**src/rtl/serial_pkg.sv**
```systemverilog
// Shared definitions for the serial shift-register family (PISO/SISO/SIPO).
// Holds the FSM state encodings and the default word width.
package serial_pkg;

  typedef enum logic [1:0] {
    ST_IDLE  = 2'd0,
    ST_SHIFT = 2'd1,
    ST_GAP   = 2'd2
  } state_t;

  localparam int SERIAL_WIDTH = 8;

endpackage

```
**src/rtl/piso_serializer.sv**
```systemverilog
// Parallel-in/serial-out transmit stage: accepts a WIDTH-bit word on a
// valid/ready handshake and emits it LSB first with a per-bit enable strobe.
module piso_serializer
  import serial_pkg::*;
#(
  parameter int WIDTH = SERIAL_WIDTH,
  parameter int GAP   = 0
) (
  input  logic             clk,
  input  logic             reset_p,
  input  logic [WIDTH-1:0] din,
  input  logic             din_valid,
  output logic             din_ready,
  output logic             dout,
  output logic             dout_en,
  output logic             busy,
  output logic             done
);

  localparam int            CW       = $clog2(WIDTH);
  localparam logic [CW-1:0] LAST     = CW'(WIDTH - 1);
  localparam logic [7:0]    GAP_LOAD = (GAP > 0) ? 8'(GAP - 1) : 8'd0;

  state_t           state, state_nxt;
  logic [WIDTH-1:0] sreg, sreg_nxt;
  logic [CW-1:0]    bit_cnt, bit_cnt_nxt;
  logic [7:0]       gap_cnt, gap_cnt_nxt;
  logic             last_bit;
  logic             accept;

  assign last_bit  = (state == ST_SHIFT) && (bit_cnt == LAST);
  assign din_ready = !reset_p && ((state == ST_IDLE) || (last_bit && (GAP == 0)));
  assign accept    = din_valid && din_ready;

  always_comb begin
    state_nxt   = state;
    sreg_nxt    = sreg;
    bit_cnt_nxt = bit_cnt;
    gap_cnt_nxt = gap_cnt;
    case (state)
      ST_IDLE: begin
        if (accept) begin
          state_nxt   = ST_SHIFT;
          sreg_nxt    = din;
          bit_cnt_nxt = '0;
        end
      end
      ST_SHIFT: begin
        sreg_nxt    = sreg >> 1;
        bit_cnt_nxt = bit_cnt + CW'(1);
        if (bit_cnt == LAST) begin
          bit_cnt_nxt = '0;
          if (GAP > 0) begin
            state_nxt   = ST_GAP;
            gap_cnt_nxt = GAP_LOAD;
          end else if (accept) begin
            sreg_nxt = din;
          end else begin
            state_nxt = ST_IDLE;
          end
        end
      end
      ST_GAP: begin
        // The IDLE cycle that follows counts as the final idle slot, so the
        // next word can start exactly WIDTH+GAP cycles after the previous one.
        if (gap_cnt <= 8'd1) begin
          state_nxt   = ST_IDLE;
          gap_cnt_nxt = '0;
        end else begin
          gap_cnt_nxt = gap_cnt - 8'd1;
        end
      end
      default: state_nxt = ST_IDLE;
    endcase
  end

  // Outputs are registered from the next-state values so they line up with
  // the state they describe.
  always_ff @(posedge clk) begin
    if (reset_p) begin
      state   <= ST_IDLE;
      sreg    <= '0;
      bit_cnt <= '0;
      gap_cnt <= '0;
      dout    <= 1'b0;
      dout_en <= 1'b0;
      busy    <= 1'b0;
      done    <= 1'b0;
    end else begin
      state   <= state_nxt;
      sreg    <= sreg_nxt;
      bit_cnt <= bit_cnt_nxt;
      gap_cnt <= gap_cnt_nxt;
      dout    <= (state_nxt == ST_SHIFT) ? sreg_nxt[0] : 1'b0;
      dout_en <= (state_nxt == ST_SHIFT);
      busy    <= (state_nxt != ST_IDLE);
      done    <= (state_nxt == ST_SHIFT) && (bit_cnt_nxt == LAST);
    end
  end

endmodule

```
**config.mk**
```make
export PLATFORM = sky130hd
export DESIGN_NAME = piso_serializer
export DESIGN_NICKNAME = d
export VERILOG_FILES = /design/src/rtl/serial_pkg.sv /design/src/rtl/piso_serializer.sv
export SDC_FILE = /design/constraint.sdc
export NUM_CORES = 1
export LEC_CHECK = 0
export CAP_MARGIN = 20
export CORE_MARGIN = 3
export CORE_UTILIZATION = 48
export CTS_CLUSTER_DIAMETER = 200
export DETAILED_ROUTE_END_ITERATION = 10
export PLACE_DENSITY_LB_ADDON = 0.3
export SYNTH_ARGS = -nofsm -noshare
export SYNTH_HDL_FRONTEND = slang
export SYNTH_SLANG_ARGS = --single-unit
```
**constraint.sdc**
```tcl
create_clock -name clk -period 1.5 [get_ports clk]
set_input_delay 0.15 -clock clk [delete_from_list [all_inputs] [get_ports clk]]
set_output_delay 0.15 -clock clk [all_outputs]
set_load 0.02 [all_outputs]
```
==> results of run 1 <==
where the power goes:
group / switching, W / internal (W)
combinational: 0.0000874 / 0.000102
sequential: 0.0000149 / 0.000692
clock: 0.000192 / 0.0000996
state kept, by name, indices dropped and copies added, names as in the netlist:
| register | flops |
|---|---|
| busy | 1 |
| dout | 1 |
| gap_cnt | 8 |
| state | 2 |
| done | 1 |
| sreg | 8 |
| bit_cnt | 3 |
| dout_en | 1 |
routing by layer:
layer | vias to the layer above | global-route usage, %
li1 | 507 | -
met4 | 0 | 5.42
met5 | - | 0
met2 | 19 | 31.1
met3 | 6 | 4.18
met1 | 479 | 18.4
repair_timing:
item                       4_1_cts  5_1_grt
pin swaps                        4        4
setup endpoints to repair       16       18
setup buffers                    1        2
gates resized for setup         12       14
synthesized netlist by cell type, types with 4 or more instances:
cell type and count:
a211oi_1 5, a21oi_1 4, dfxtp_1 25, ha_1 4, inv_1 4, mux2i_1 6
nand2_1 4, nand2b_1 5, nor2_1 19, nor2b_1 4, xnor2_1 6
layout make-up:
class | count | area share (%)
inverters | 4 | 0.921
clock inverters | 1 | 0.307
repair buffers | 38 | 19.6
flip-flops and latches | 25 | 31.1
clock buffers | 3 | 1.38
well taps | 28 | 2.15
multi-input cells | 88 | 44.5
worst max-delay path, stage by stage (launching register included):
cell and delay [ps]:
dfxtp_2 360, ha_4 160, ha_4 160, and4bb_2 260
nand2b_4 190, mux2i_2 160, a211oi_2 220
cells by family after synthesis:
family          synth area share [%]
simple gates                    26.8
xor+xnor                        4.41
compound gates                  10.6
mux                             5.99
buf+inv                         5.99
flops                           42.0
fa+ha+maj                       4.20
worst min path at each step:
| stage | startpoint | slack (ps) | to | cells after the start |
|---|---|---|---|---|
| finish | din[7] | 430 | sreg[7]$_SDFFE_PP0P_ | 3 |
| CTS | din[7] | 420 | sreg[7]$_SDFFE_PP0P_ | 3 |
| detailed placement | sreg[7]$_SDFFE_PP0P_ | 480 | sreg[7]$_SDFFE_PP0P_ | 2 |
| global route | din[7] | 400 | sreg[7]$_SDFFE_PP0P_ | 3 |
| floorplan | din_valid | 300 | sreg[7]$_SDFFE_PP0P_ | 2 |
| global placement | sreg[7]$_SDFFE_PP0P_ | 460 | sreg[7]$_SDFFE_PP0P_ | 2 |
per-stage QoR:
| step | total power (W) | worst slack (ps) | hold WS [ps] | cells | instance area [um^2] |
|---|---|---|---|---|---|
| floorplan | 0.000826 | -22.1 | 302 | 123 | 1220 |
| global placement | 0.000892 | -168 | 459 | 180 | 1500 |
| detailed placement | 0.000897 | -202 | 479 | 180 | 1500 |
| CTS | 0.00119 | -40.0 | 423 | 185 | 1560 |
| global route | 0.00126 | -112 | 402 | 187 | 1630 |
| finish | 0.00119 | -66.0 | 431 | 187 | 1630 |
==> metrics.txt, run 1 <==
register-to-register setup slack -70 ps; Synth area leader dfxtp_1; vias after detailed routing 1011; period utilization 104%; RR Endpoint sreg[4]$_SDFFE_PP0P_; Top Ports 16; RSZ-0062 raised after global routing yes; Pwr per Cell Area between 700 and 800 mW/mm^2; syn_nets approximately 140; reg-to-reg startpoint bit_cnt[1]$_SDFF_PP0_; n_diodes 0; worst-path fanout max 5; Final Critical Period ~1600 ps; Slew Viols, Final 0; Fmax achieved roughly 640 MHz; Fin Clk Skew approximately 9.5 ps; TNS Setup -181 ps; fin nets ~180; Register Area between 500 and 600 um^2; cells on worst reg2reg path 6; gpl congestion ~0.79; die height 55.8 um; Clk pin slew, worst setup/hold paths 140 ps; Mean Syn Cell Area 9.68 um^2; DRC viols 0; share of cells above drive strength 1 a little over a third; peak supply drop 0.657 mV; commonest non-fill, non-tap cell in the layout buf_4; sequential fraction of the synthesis area 42.0%; 1st-iter DRT viols 33; CTS Buffer Depth 2; area occupied by multi-input gates 726 um^2; CTS sink count 25; vias per cell 5.41; root buf cell clkbuf_4; Post-Route WL roughly 2.5 mm; max cap viols 0; HPWL after DPL about 1.8 mm; number of global-route vias before repair around 1100; post-synth top area share between 40% and 50%; Tot GR Track Use 16.7%; top sig layer met4; EDFF count, synth 0; Worst setup startpoint bit_cnt[1]$_SDFF_PP0_; dominant cells by area after synthesis dfxtp_1 (42%), nor2_1 (6.0%), mux2i_1 (5.0%); FFs w/ async S/R, synth 0%; met2 WL 1.30 mm; Worst Hold Class in -> reg; Leak 0.653 nW; max_slew headroom 75.9%; core box area between 0.002 and 0.0025 mm^2; CP Class reg -> reg; CTS tree yes; Fillers 179; Syn Inst Count between 100 and 150; hold_buf cts 0; commonest non-fill, non-tap cells in the layout buf_4 (24), dfxtp_1 (20), nor2_1 (16), clkdlybuf4s50_1 (14), xnor2_1 (6); Critical Path RT 1740 ps; first-pass GRT wire length ~4.3 mm; worst slew pin tran approximately 360 ps; largest net degree at the start of global routing 15; met3 WL post-DR 73 um; Final setup viols 5; #FFs+latches synth 25; # H-tree levels 1; M1 wire length between 1 and 1.5 mm; total gr overflow 0; CP Capture Type flop; final setup margin -66.0 ps; Cell variety after synth 38; fin util 71.6%; TritonCTS Buffers 3; initial antenna violation count 0; failing checks negative setup slack; yosys synthesis warning count 0; status finished, violations left; final hold vios 0; 1st-pass router iterations 5; wire per inst about 13 um; crit path DAT around 1800 ps; Synth Flop Type dfxtp_1; Setup crit end sreg[4]$_SDFFE_PP0P_; row count 17; Area growth syn-to-layout 36.9%; starting density of the core 52.3%; Post-Syn Area roughly 0.0012 mm^2; die footprint roughly 0.0031 mm^2; Routed Antenna Nets 0; # port buffers 15; Worst-Skew Late Latency 310 ps; crit path launch type flop; Chip Width ~56 um
Power figures use the tool's default switching activity.
==> inputs of run 2 (changes only) <==
Settings changed: GPL_TIMING_DRIVEN set to 0.
==> run 2 against run 1 <==
Compared with the run above: maximum frequency is 1.4% higher; critical path type unchanged; highest routed layer unchanged; wire length is 2.3% lower; the run still ends with negative setup slack left; design area is 3.5% lower; final cell count is 5.9% lower; power is 0.97% lower; combinational power is 6% lower; via count is 6.9% lower; global-route usage is 1.0 points lower.
==> metrics.txt, run 2 (same netlist as run 1, synthesis figures left out) <==
gpl congestion 0.788 (was 0.786); register-to-register setup slack -40 ps (was -70 ps); first-pass GRT wire length 3.97 mm (was 4.29 mm); Post-Route WL 2.41 mm (was 2.47 mm); Hold EP sreg[7]$_SDFFE_PP0P_ (unchanged); final setup margin -43.9 ps (was -66.0 ps); commonest non-fill, non-tap cell in the layout dfxtp_1 (was buf_4); Final setup viols 9 (was 5); Critical Path RT 1700 ps (was 1740 ps); crit path DAT 1740 ps (was 1810 ps); Top Ports 16 (unchanged); Fin Clk Skew 8.26 ps (was 9.55 ps); worst-path fanout max 5 (unchanged); Chip Width 55.8 um (unchanged); CTS sink count 25 (unchanged); vias per cell 5.35 (was 5.41); P_sw 0.000293 W (was 0.000295 W); Clk pin slew, worst setup/hold paths 120 ps (was 140 ps); clock network fraction of total power 24.9% (was 24.5%); DRC viols 0 (unchanged); area occupied by multi-input gates 732 um^2 (was 726 um^2); Area growth syn-to-layout 32.1% (was 36.9%); 1st-pass router iterations 4 (was 5); Final Non-Filler Cells 176 (was 187); CP Capture Type flop (unchanged); commonest non-fill, non-tap cells in the layout dfxtp_1 (19), clkdlybuf4s50_1 (14), nor2_1 (13), buf_4 (7) (was buf_4 (24), dfxtp_1 (20), nor2_1 (16), clkdlybuf4s50_1 (14), xnor2_1 (6)); Final Critical Period 1540 ps (was 1570 ps); vias after detailed routing 941 (was 1011); failing checks negative setup slack (unchanged); total gr overflow 0 (unchanged); Leak 0.606 nW (was 0.653 nW); Fmax achieved 648 MHz (was 639 MHz); share of cells above drive strength 1 31.8% (was 35.2%); CTS Buffer Depth 2 (unchanged); # H-tree levels 1 (unchanged); starting density of the core 52.3% (unchanged); Routed Antenna Nets 0 (unchanged); Worst Hold Class in -> reg (unchanged); fin util 69.2% (was 71.6%); row count 17 (unchanged); WHS 409 ps (was 431 ps); CTS tree yes (unchanged); period utilization 103% (was 104%); initial antenna violation count 0 (unchanged); combinational share of power 15.2% (was 16.0%); max_slew headroom 65.9% (was 75.9%); core box area 0.00228 mm^2 (unchanged); root buf cell clkbuf_4 (unchanged); cells on worst reg2reg path 6 (unchanged); peak supply drop 0.754 mV (was 0.657 mV); number of global-route vias before repair 937 (was 1054); # port buffers 15 (unchanged); worst slew pin tran 511 ps (was 360 ps); DP Cell Count 166 (was 180); Register Area 510 um^2 (was 507 um^2); CP Class reg -> reg (unchanged); Seq pwr share 59.9% (was 59.5%); final hold vios 0 (unchanged); hold_buf cts 0 (unchanged); Fillers 180 (was 179); status finished, violations left (unchanged); TritonCTS Buffers 3 (unchanged); die footprint 0.00312 mm^2 (unchanged); fin nets 164 (was 175); Slew Viols, Final 0 (unchanged); max cap viols 0 (unchanged); Switching Share 24.9% (was 24.8%); 1st-iter DRT viols 16 (was 33); RR Endpoint sreg[6]$_SDFFE_PP0P_ (was sreg[4]$_SDFFE_PP0P_); reg-to-reg startpoint bit_cnt[0]$_SDFF_PP0_ (was bit_cnt[1]$_SDFF_PP0_); Worst-Skew Late Latency 320 ps (was 310 ps); n_diodes 0 (unchanged); hold_sp din[7] (unchanged); Int Power 0.000885 W (was 0.000894 W); Tot GR Track Use 15.7% (was 16.7%); HPWL after DPL 1.62 mm (was 1.83 mm); wire per inst 13.7 um (was 13.2 um); crit path launch type flop (unchanged); largest net degree at the start of global routing 15 (unchanged); RSZ-0062 raised after global routing yes (unchanged); hold path cells 3 (unchanged); top flop regs gap_cnt (8), sreg (8), bit_cnt (3) (unchanged); Pwr per Cell Area 748 mW/mm^2 (was 729 mW/mm^2); die height 55.8 um (unchanged)
run 2: cell type report:
cell class / instances / share of cell area [%]
Timing Repair Buffer: 22 / 13.0
Multi-Input combinational cell: 88 / 46.5
Buffer: 5 / 3.18
Clock inverter: 1 / 0.318
Inverter: 4 / 0.954
Tap cell: 28 / 2.23
Clock buffer: 3 / 1.43
Sequential cell: 25 / 32.4
run 2: power groups by stage:
stage / Clock (W) / Sequential (W) / Combinational, W
finish: 0.000294 / 0.000705 / 0.000179
global route: 0.000332 / 0.000709 / 0.000195
CTS: 0.000306 / 0.000705 / 0.000168
detailed placement: 0 / 0.000721 / 0.000168
global placement: 0 / 0.000721 / 0.000165
floorplan: 0 / 0.000725 / 0.000101
run 2: what timing repair did:
item | in CTS | in global routing
pin swaps | 6 | 10
setup endpoints to repair | 19 | 18
buffers inserted | 5 | 2
resized for setup | 11 | 21
hold endpoints to repair | 0 | 0
run 2: how the worst max path moves through the flow:
stage | cells after the start | slack, ps | start | to
floorplan | 7 | -20 | bit_cnt[0]$_SDFF_PP0_ | sreg[1]$_SDFFE_PP0P_
global placement | 6 | -310 | din_valid | sreg[6]$_SDFFE_PP0P_
detailed placement | 6 | -320 | din_valid | sreg[6]$_SDFFE_PP0P_
CTS | 6 | -30 | bit_cnt[1]$_SDFF_PP0_ | sreg[6]$_SDFFE_PP0P_
global route | 6 | -100 | bit_cnt[0]$_SDFF_PP0_ | sreg[2]$_SDFFE_PP0P_
finish | 6 | -40 | bit_cnt[0]$_SDFF_PP0_ | sreg[6]$_SDFFE_PP0P_
run 2: metrics by stage:
step / cell area, um^2 / setup TNS, ps / setup WS (ps) / total power [W]
detailed placement: 1410 / -2940 / -323 / 0.000889
finish: 1570 / -188 / -43.9 / 0.00118
CTS: 1480 / -112 / -33.4 / 0.00118
global placement: 1410 / -2600 / -313 / 0.000886
floorplan: 1220 / -22.1 / -22.1 / 0.000826
global route: 1570 / -1120 / -96.5 / 0.00124
run 2: routing by layer:
layer  vias up  routed length, um  global-route usage, %
met5         -                  0                      0
met4         0                 31                   3.05
met3         4                 81                   4.87
met2        13               1250                   29.1
met1       441               1050                   17.6
li1        483                  -                      -
run 2: worst max-delay path, cell delays in order, from the launching register on:
cell and delay, ps:
dfxtp_2 370, ha_4 140, ha_4 140, and4bb_2 280, nand2b_4 190, mux2i_1 220
a211oi_2 80
==> inputs of run 3 (changes only) <==
Settings changed: SKIP_CTS_REPAIR_TIMING set to 1.
==> run 3 against run 2 <==
Compared with the run above: the flow still finishes with violations (negative setup slack); core utilization is 1.2 points lower; largest power group unchanged; worst setup slack improved by 5.5 ps; power is 1.4% lower; sequential power barely moved; critical path depth is the same; maximum frequency increased by 0.36%; die area unchanged; largest cell class unchanged.
==> metrics.txt, run 3 (same netlist as run 1, synthesis figures left out) <==
status finished, violations left (unchanged); number of global-route vias before repair 898 (was 937); Crit path depth 6 (unchanged); cell mode on critical path ha_4 (unchanged); Chip Width 55.8 um (unchanged); starting density of the core 52.3% (unchanged); Final Cell Area 0.00155 mm^2 (was 0.00157 mm^2); CTS tree yes (unchanged); RR Endpoint sreg[2]$_SDFFE_PP0P_ (was sreg[6]$_SDFFE_PP0P_); DRC viols 0 (unchanged); vias per cell 5.31 (was 5.35); Worst Hold Class in -> reg (unchanged); die height 55.8 um (unchanged); Critical Path RT 1730 ps (was 1700 ps); RSZ-0062 raised after global routing yes (unchanged); commonest non-fill, non-tap cell in the layout dfxtp_1 (unchanged); top flop regs gap_cnt (8), sreg (8), bit_cnt (3) (unchanged); CP cell instances ha_4, ha_4, and4bb_2, nand2b_4, mux2i_1, a211oi_1 (was ha_4, ha_4, and4bb_2, nand2b_4, mux2i_1, a211oi_2); Switching Share 24.4% (was 24.9%); # H-tree levels 1 (unchanged); wire per inst 12.5 um (was 13.7 um); CP Class reg -> reg (unchanged); first-pass GRT wire length 3.71 mm (was 3.97 mm); Worst setup startpoint bit_cnt[1]$_SDFF_PP0_ (was bit_cnt[0]$_SDFF_PP0_); Area growth syn-to-layout 29.9% (was 32.1%); share of cells above drive strength 1 31.7% (was 31.8%); row count 17 (unchanged); Setup crit end sreg[2]$_SDFFE_PP0P_ (was sreg[6]$_SDFFE_PP0P_); HPWL after DPL 1.62 mm (unchanged); 1st-iter DRT viols 7 (was 16); Fillers 180 (unchanged); hold path cells 3 (unchanged); WHS 413 ps (was 409 ps); area occupied by multi-input gates 723 um^2 (was 732 um^2); CP Capture Type flop (unchanged); Final Critical Period 1540 ps (about the same); Fin Clk Skew 7.82 ps (was 8.26 ps); # port buffers 15 (unchanged); 1st-pass router iterations 4 (unchanged); Tot GR Track Use 14.5% (was 15.7%); worst slew pin tran 485 ps (was 511 ps); Pwr per Cell Area 750 mW/mm^2 (was 748 mW/mm^2); die footprint 0.00312 mm^2 (unchanged); fin nets 161 (was 164); Clk pin slew, worst setup/hold paths 120 ps (about the same); failing checks negative setup slack (unchanged); Register Area 519 um^2 (was 510 um^2); reg-to-reg startpoint bit_cnt[1]$_SDFF_PP0_ (was bit_cnt[0]$_SDFF_PP0_); final setup margin -38.4 ps (was -43.9 ps); TNS Setup -125 ps (was -188 ps); Final Non-Filler Cells 173 (was 176); DP Cell Count 166 (unchanged); Crit-path slowest cell dfxtp_4 (was dfxtp_2); Worst-Skew Late Latency 310 ps (was 320 ps); worst-path fanout max 5 (unchanged); largest stage delay on the critical path 380 ps (was 370 ps); register-to-register setup slack -40 ps (about the same); CTS sink count 25 (unchanged); crit path launch type flop (unchanged); Largest delay share family, worst path simple AND/OR/NAND/NOR gates (unchanged); gpl congestion 0.788 (unchanged); period utilization 103% (about the same); Leak 0.586 nW (was 0.606 nW); root buf cell clkbuf_4 (unchanged); peak supply drop 0.743 mV (was 0.754 mV); vias after detailed routing 919 (was 941); Top Ports 16 (unchanged); initial antenna violation count 0 (unchanged); max_slew headroom 67.7% (was 65.9%); crit path DAT 1770 ps (was 1740 ps); clock network fraction of total power 24.8% (was 24.9%); n_diodes 0 (unchanged); Slew Viols, Final 0 (unchanged); Post-Route WL 2.16 mm (was 2.41 mm); final hold vios 0 (unchanged); Final setup viols 7 (was 9); combinational share of power 14.8% (was 15.2%); cells on worst reg2reg path 6 (unchanged); Routed Antenna Nets 0 (unchanged); core box area 0.00228 mm^2 (unchanged); Worst Path Buf+Inv 0 (unchanged); largest net degree at the start of global routing 15 (unchanged); total gr overflow 0 (unchanged); Placement Cell Area 0.00141 mm^2 (unchanged); commonest non-fill, non-tap cells in the layout dfxtp_1 (18), clkdlybuf4s50_1 (14), nor2_1 (13) (was dfxtp_1 (19), clkdlybuf4s50_1 (14), nor2_1 (13), buf_4 (7)); TritonCTS Buffers 3 (unchanged); max cap viols 0 (unchanged); Seq pwr share 60.4% (was 59.9%); Fmax achieved 650 MHz (was 648 MHz); CTS Buffer Depth 2 (unchanged); Int Power 0.000878 W (was 0.000885 W); P_sw 0.000283 W (was 0.000293 W)
-- run 3: cell types whose count changed in the layout (fill, tap and decap cells not counted), sizes merged --
cell  delta
buf      -3
-- run 3: area by class of cell --
type	count	area share (%)
inverters	4	0.970
flip-flops and latches	25	33.5
plain buffers	5	3.23
clock buffers	3	1.46
clock inverters	1	0.323
repair buffers	19	11.5
well taps	28	2.26
multi-input cells	88	46.7
-- run 3: worst min-delay path by stage --
stage,start,slack (ps),end
final,din[7],410,sreg[7]$_SDFFE_PP0P_
after global routing,din[7],410,sreg[7]$_SDFFE_PP0P_
after CTS,din[7],400,sreg[7]$_SDFFE_PP0P_
after detailed placement,sreg[7]$_SDFFE_PP0P_,460,sreg[7]$_SDFFE_PP0P_
after global placement,sreg[7]$_SDFFE_PP0P_,460,sreg[7]$_SDFFE_PP0P_
after floorplan,din_valid,300,sreg[7]$_SDFFE_PP0P_
-- run 3: metal layers --
metal  up-vias  GRT usage, %  part of all wire (%)
li1        481             -                     -
met1       425          16.5                    44
met2        11          26.0                    52
met3         2          5.10                   3.0
met4         0          3.39                  0.65
met5         -             0                     0
-- run 3: through the flow --
step	power [W]	util, %	setup slack (ps)
after global routing	0.00123	68.0	-116
final	0.00116	68.0	-38.4
after floorplan	0.000826	-	-22.1
after global placement	0.000886	62.0	-313
after CTS	0.00118	63.2	-515
after detailed placement	0.000889	62.0	-323
-- run 3: tightest hold or removal path, cell delays in order --
cell             delay [ps]
clkdlybuf4s50_1         400
nand3_1                  80
a21oi_1                  60
-- run 3: power groups by stage --
| stage | Clock (W) | Combinational (W) | Sequential [W] |
|---|---|---|---|
| after floorplan | 0 | 0.000101 | 0.000725 |
| after global placement | 0 | 0.000165 | 0.000721 |
| after detailed placement | 0 | 0.000168 | 0.000721 |
| after CTS | 0.000306 | 0.000168 | 0.000707 |
| after global routing | 0.000333 | 0.000188 | 0.000706 |
| final | 0.000288 | 0.000172 | 0.000702 |
